===== src/rtl/serial_pkg.sv =====
// Shared types and line-level constants for the serial frame receiver.
package serial_pkg;

    typedef enum logic [2:0] {
        IDLE   = 3'd0,
        DATA   = 3'd1,
        PARITY = 3'd2,
        STOP   = 3'd3,
        RESYNC = 3'd4
    } rx_state_e;

    localparam logic START_BIT  = 1'b0;
    localparam logic STOP_BIT   = 1'b1;
    localparam logic IDLE_LEVEL = 1'b1;

endpackage


===== src/rtl/serial_frame_rx_if.sv =====
// Valid/ready word port of the serial frame receiver, with per-word error flags.
interface serial_frame_rx_if #(
  parameter int DATA_W = 8
);
  logic [DATA_W-1:0] out_data;
  logic              out_valid;
  logic              out_ready;
  logic              parity_err;
  logic              frame_err;

  modport master (
    output out_data,
    output out_valid,
    output parity_err,
    output frame_err,
    input  out_ready
  );

  modport slave (
    input  out_data,
    input  out_valid,
    input  parity_err,
    input  frame_err,
    output out_ready
  );
endinterface


===== src/rtl/rx_out_slot.sv =====
// Single-entry valid/ready holding register; a completion arriving while the
// held word is not being accepted is dropped and flagged with an overrun pulse.
module rx_out_slot #(
  parameter int DATA_W = 8
) (
  input  logic              clk,
  input  logic              rst,
  input  logic              load_req_i,
  input  logic [DATA_W-1:0] data_i,
  input  logic              parity_err_i,
  input  logic              frame_err_i,
  input  logic              ready_i,
  output logic [DATA_W-1:0] data_o,
  output logic              valid_o,
  output logic              parity_err_o,
  output logic              frame_err_o,
  output logic              overrun_o
);
  logic [DATA_W-1:0] data_q, data_d;
  logic              valid_q, valid_d;
  logic              parity_err_q, parity_err_d;
  logic              frame_err_q, frame_err_d;
  logic              overrun_q, overrun_d;
  logic              slot_free;

  // An accept in the same cycle frees the slot for the incoming word.
  assign slot_free = !valid_q || ready_i;

  always_comb begin
    data_d       = data_q;
    valid_d      = valid_q;
    parity_err_d = parity_err_q;
    frame_err_d  = frame_err_q;
    overrun_d    = 1'b0;
    if (load_req_i && slot_free) begin
      data_d       = data_i;
      valid_d      = 1'b1;
      parity_err_d = parity_err_i;
      frame_err_d  = frame_err_i;
    end else begin
      if (valid_q && ready_i) valid_d = 1'b0;
      if (load_req_i)         overrun_d = 1'b1;
    end
  end

  always_ff @(posedge clk or posedge rst) begin
    if (rst) begin
      data_q       <= '0;
      valid_q      <= 1'b0;
      parity_err_q <= 1'b0;
      frame_err_q  <= 1'b0;
      overrun_q    <= 1'b0;
    end else begin
      data_q       <= data_d;
      valid_q      <= valid_d;
      parity_err_q <= parity_err_d;
      frame_err_q  <= frame_err_d;
      overrun_q    <= overrun_d;
    end
  end

  assign data_o       = data_q;
  assign valid_o      = valid_q;
  assign parity_err_o = parity_err_q;
  assign frame_err_o  = frame_err_q;
  assign overrun_o    = overrun_q;
endmodule


===== src/rtl/serial_frame_rx.sv =====
// Serial frame receiver: start bit, MSB-first payload, optional even parity,
// stop bit; completed words are handed to a single-entry output slot.
module serial_frame_rx
  import serial_pkg::*;
#(
  parameter int DATA_W    = 8,
  parameter bit PARITY_EN = 1'b1
) (
  input  logic                    clk,
  input  logic                    rst,
  input  logic                    si,
  input  logic                    si_en,
  serial_frame_rx_if.master       out_if,
  output logic                    overrun,
  output logic                    busy
);
  localparam int                CNT_W    = $clog2(DATA_W);
  localparam logic [CNT_W-1:0]  CNT_LAST = CNT_W'(DATA_W - 1);

  rx_state_e         state_q, state_d;
  logic [CNT_W-1:0]  cnt_q, cnt_d;
  logic [DATA_W-1:0] shreg_q, shreg_d;
  logic              par_q, par_d;
  logic              busy_q;
  logic              complete;
  logic              parity_ok;
  logic              stop_bad;

  always_comb begin
    state_d  = state_q;
    cnt_d    = cnt_q;
    shreg_d  = shreg_q;
    par_d    = par_q;
    complete = 1'b0;
    if (si_en) begin
      unique case (state_q)
        IDLE: begin
          if (si == START_BIT) begin
            state_d = DATA;
            cnt_d   = '0;
          end
        end
        DATA: begin
          shreg_d = {shreg_q[DATA_W-2:0], si};
          if (cnt_q == CNT_LAST) state_d = PARITY_EN ? PARITY : STOP;
          else                   cnt_d   = cnt_q + CNT_W'(1);
        end
        PARITY: begin
          par_d   = si;
          state_d = STOP;
        end
        STOP: begin
          complete = 1'b1;
          state_d  = (si == STOP_BIT) ? IDLE : RESYNC;
        end
        RESYNC: begin
          // A low stop bit must not be mistaken for the next start bit.
          if (si == IDLE_LEVEL) state_d = IDLE;
        end
        default: state_d = IDLE;
      endcase
    end
  end

  assign parity_ok = PARITY_EN ? !(^{shreg_q, par_q}) : 1'b1;
  assign stop_bad  = (si != STOP_BIT);

  always_ff @(posedge clk or posedge rst) begin
    if (rst) begin
      state_q <= IDLE;
      cnt_q   <= '0;
      shreg_q <= '0;
      par_q   <= 1'b0;
      busy_q  <= 1'b0;
    end else begin
      state_q <= state_d;
      cnt_q   <= cnt_d;
      shreg_q <= shreg_d;
      par_q   <= par_d;
      busy_q  <= (state_d != IDLE);
    end
  end

  rx_out_slot #(
    .DATA_W (DATA_W)
  ) u_slot (
    .clk          (clk),
    .rst          (rst),
    .load_req_i   (complete),
    .data_i       (shreg_q),
    .parity_err_i (!parity_ok),
    .frame_err_i  (stop_bad),
    .ready_i      (out_if.out_ready),
    .data_o       (out_if.out_data),
    .valid_o      (out_if.out_valid),
    .parity_err_o (out_if.parity_err),
    .frame_err_o  (out_if.frame_err),
    .overrun_o    (overrun)
  );

  assign busy = busy_q;
endmodule


===== src/flat_wrapper.sv =====
// flat-port wrapper written by rule: the top's interface ports become plain ports
module serial_frame_rx_flat import serial_pkg::*;
#(
  parameter int DATA_W    = 8,
  parameter bit PARITY_EN = 1'b1
)
  (clk, rst, si, si_en, overrun, busy, out_if_out_data, out_if_out_valid, out_if_parity_err, out_if_frame_err, out_if_out_ready);
  serial_frame_rx_if #(.DATA_W(DATA_W)) out_if_i ();
  input  logic clk;
  input  logic rst;
  input  logic si;
  input  logic si_en;
  output logic overrun;
  output logic busy;
  output wire logic [$bits(out_if_i.out_data)-1:0] out_if_out_data;
  output wire logic [$bits(out_if_i.out_valid)-1:0] out_if_out_valid;
  output wire logic [$bits(out_if_i.parity_err)-1:0] out_if_parity_err;
  output wire logic [$bits(out_if_i.frame_err)-1:0] out_if_frame_err;
  input wire logic [$bits(out_if_i.out_ready)-1:0] out_if_out_ready;
  assign out_if_out_data = out_if_i.out_data;
  assign out_if_out_valid = out_if_i.out_valid;
  assign out_if_parity_err = out_if_i.parity_err;
  assign out_if_frame_err = out_if_i.frame_err;
  assign out_if_i.out_ready = out_if_out_ready;
  serial_frame_rx #(.DATA_W(DATA_W), .PARITY_EN(PARITY_EN)) u_core (.clk(clk), .rst(rst), .si(si), .si_en(si_en), .out_if(out_if_i), .overrun(overrun), .busy(busy));
endmodule

===== config.mk =====
export PLATFORM = sky130hd
export DESIGN_NAME = serial_frame_rx_flat
export DESIGN_NICKNAME = d
export VERILOG_FILES = /design/src/rtl/serial_pkg.sv /design/src/rtl/serial_frame_rx_if.sv /design/src/rtl/rx_out_slot.sv /design/src/rtl/serial_frame_rx.sv /design/src/flat_wrapper.sv
export SDC_FILE = /design/constraint.sdc
export NUM_CORES = 1
export LEC_CHECK = 0
export CAP_MARGIN = 10
export CORE_UTILIZATION = 46
export DETAILED_ROUTE_END_ITERATION = 8
export PLACE_DENSITY = 0.81
export RECOVER_POWER = 100
export SLEW_MARGIN = 30
export SYNTH_ARGS = -nofsm -noshare
export SYNTH_HDL_FRONTEND = slang
export SYNTH_SLANG_ARGS = --single-unit

===== constraint.sdc =====
create_clock -name clk -period 1.5 [get_ports clk]
set_input_delay 0.3 -clock clk [delete_from_list [all_inputs] [get_ports clk]]
set_output_delay 0.3 -clock clk [all_outputs]
set_load 0.1 [all_outputs]

==> impl_metrics.yaml, run 1 <==
outcome:
  violations: "negative setup slack"
  status: "finished with violations"
critical_path:
  start_kind: "input port"
  crit_path_end_kind: "flip-flop"
  cp_max_fo: 9
  required_ns: 1.71
  cp.arrival_ns: 1.72
  crit_type: "in2reg"
detailed_routing:
  routed_wl_um: 2200
  route.met3.wl_um: 63
  drtAntennaViolNets: 0
  routed.top_layer: "met3"
  detail_route.wl_per_cell_um: 14.1
  wl_met1_um: 1000
  route.detailed.drc: 0
  avgViaCountPerCell: 5.12
  firstDrtPassIters: 4
  drt_iter0_drc: 13
  wl_met2_um: 1130
  vias: 798
cts:
  hold_buffers: 0
  cts_tree: "yes"
  cts-htree-levels: 1
  cts_max_path_buffers: 2
  cts_made_buffers: 3
  post-cts-setup-buffers: 0
  clock_latency_ns: 0.32
  cts.sinks: 28
  cts.clk_slew.worst_paths_ns: 0.13
  root_buffer: "clkbuf_4"
floorplan:
  die_area_um2: 2930
  fp.dieH_um: 54.2
  coreArea_um2: 2520
  boundaryPins: 18
  die_w_um: 54.2
  start_util: 0.496
  std_cell_rows: 18
cells_and_area:
  diodes: 0
  fill_cells: 208
  area_growth_pct: 26.0
  register_area_um2: 704
  multi_input_area_um2: 539
  final_layout_size_suffix_gt1_frac: 0.468
  finalNetCount: 134
flow_run:
  maxCapViolCount: 0
timing:
  rsz0062_at_grt: "true"
  finalCritPeriodShare: 1.00
  fmax_ghz: 0.664
  fin_skew_ns: 0.0128
  finalSetupViolations: 6
  finalWorstPathRequiredPeriod_ns: 1.51
  hold_viol: 0
  max_slew_margin: 0.547
  worst_pin_slew_ns: 0.679
  tns_ns: -0.0271
  setup_ws_ns: -0.00614
  slew_violations: 0
placed_design:
  place.gp.congestion: 0.688
  io_buffers: 17
  dp_hpwl_um: 1620
synthesis:
  synthArstFlopShare: 1.00
  yosysWarnings: 0
  synth_most_common_cell: "dfrtp_1"
  avgSynthCellArea_um2: 13.7
  synth_compound_area_frac: 0.0360
  synth_top_cell_area_share: 0.560
  synth-simple-area-share: 0.0940
  yosysSeqAreaShare: 0.560
  synth-edff-count: 0
  synth.mux.area_fraction: 0.203
  synth_flop_cell: "dfrtp_1"
  syn-instance-count: 91
  synthXorXnorAreaFrac: 0.0600
  synth_top_cell_by_area: "dfrtp_1"
  synth_top_family_by_area: "multiplexers"
  synth_fa_ha_area_frac: 0.0200
  syn_area_um2: 1250
  synth_common_cells: "28 x dfrtp_1, 19 x mux2_2, 5 x inv_1, 5 x nand2_1, 5 x xnor2_1"
  syn_nets: 98
  ys_seq_elements: 28
  synthDistinctLibCells: 25
  synth.area.top_cells: "dfrtp_1 56%, mux2_2 17%, xnor2_1 3.5%"
global_routing:
  track_usage: 0.169
  grt_pass1_wl_um: 3570
  grt_pass1_vias: 832
  overflow: 0
  grt_max_degree: 29
  antenna_found_initial: 0
min_path:
  hp-class: "reg2reg"
-- path summary, 6_finish.rpt --
kind / from / end / slack (ns) / depth (start not counted)
worst max-delay path: si_en / u_core.shreg_q[2]$_DFFE_PP0P_ / -0.006 / 5
worst min-delay path: u_core.u_slot.data_o[5]$_DFFE_PP0P_ / u_core.u_slot.data_o[5]$_DFFE_PP0P_ / 0.53 / 1
worst max register to register: u_core.shreg_q[6]$_DFFE_PP0P_ / u_core.u_slot.parity_err_o$_DFFE_PP0P_ / 0 / 4
worst min register to register: u_core.u_slot.data_o[5]$_DFFE_PP0P_ / u_core.u_slot.data_o[5]$_DFFE_PP0P_ / 0.53 / 1
max in group asynchronous: rst / u_core.u_slot.valid_o$_DFFE_PP0P_ / 0.43 / 3
min in group asynchronous: rst / u_core.cnt_q[2]$_DFFE_PP0P_ / 0.57 / 3
-- what timing repair did --
action / 4_1_cts / 5_1_grt
gates resized for setup: 2 / 3
setup endpoints to repair: 1 / 3
pin swaps: 0 / 2
-- flip-flops by register name, summed over array words and instances, names as in the netlist --
signal / count
u_core.shreg_q: 8
u_core.u_slot.data_o: 8
u_core.cnt_q: 3
u_core.state_q: 3
u_core.busy: 1
u_core.par_q: 1
u_core.u_slot.frame_err_o: 1
u_core.u_slot.overrun_o: 1
u_core.u_slot.parity_err_o: 1
u_core.u_slot.valid_o: 1
-- worst max-delay path, stage by stage --
cell	delay (ns)
clkdlybuf4s50_1	0.49
clkbuf_2	0.15
nand2b_1	0.13
nor2_4	0.28
mux2_2	0.37
-- cell families after synthesis --
logic type | count (synthesis)
buf+inv | 7
flops | 28
fa+ha+maj | 2
xor+xnor | 7
compound gates | 6
mux | 23
simple gates | 18
-- metal layers --
metal	up-vias	GRT usage
li1	383	-
met5	-	0
met1	399	0.224
met3	0	0.0226
met2	16	0.274
met4	0	0.0726
-- cell usage in the layout, fill, tap and decap left out, drive strengths merged --
cell type,count
or3,1
o31ai,2
nor3,1
a22o,1
nand2,5
xnor3,1
clkdlybuf4s50,3
nand2b,3
mux2,19
nor3b,1
xor2,1
o31a,1
mux2i,4
buf,14
dfrtp,28
dlygate4sd3,1
nor2b,1
and2b,1
nor2,4
clkbuf,19
nand4b,1
ha,2
xnor2,5
inv,5
o21ai,1
o22ai,1
-- metrics by stage --
stage	setup WS (ns)	cell area, um^2	instances	utilization	hold WS (ns)
after global routing	-0.0433	1580	156	0.625	0.543
after global placement	-0.238	1720	152	0.681	0.517
after detailed placement	-0.303	1720	152	0.681	0.530
after floorplan	0.0264	1260	91	-	0.365
after CTS	0.0169	1750	156	0.693	0.293
final	-0.00614	1580	156	0.625	0.525
-- layout make-up --
class	count	share of cell area
repair buffers	33	0.159
inverters	5	0.0119
multi-input cells	56	0.342
well taps	30	0.0238
flip-flops and latches	28	0.447
clock buffers	4	0.0167
Power of run 1 is left out: the tool's default activity adds up to more than one toggle a clock period on the data nets, which glitch-free logic cannot reach.
==> run 2, diff against run 1 <==
--- a/config.mk
+++ b/config.mk
@@ -10,7 +10,6 @@
 export DETAILED_ROUTE_END_ITERATION = 8
 export PLACE_DENSITY = 0.81
 export RECOVER_POWER = 100
-export SLEW_MARGIN = 30
 export SYNTH_ARGS = -nofsm -noshare
 export SYNTH_HDL_FRONTEND = slang
 export SYNTH_SLANG_ARGS = --single-unit
==> results of run 2 <==
No change in the layout: final DEF, timing and power equal those of run 1.
Power of run 2 is left out for the same reason.
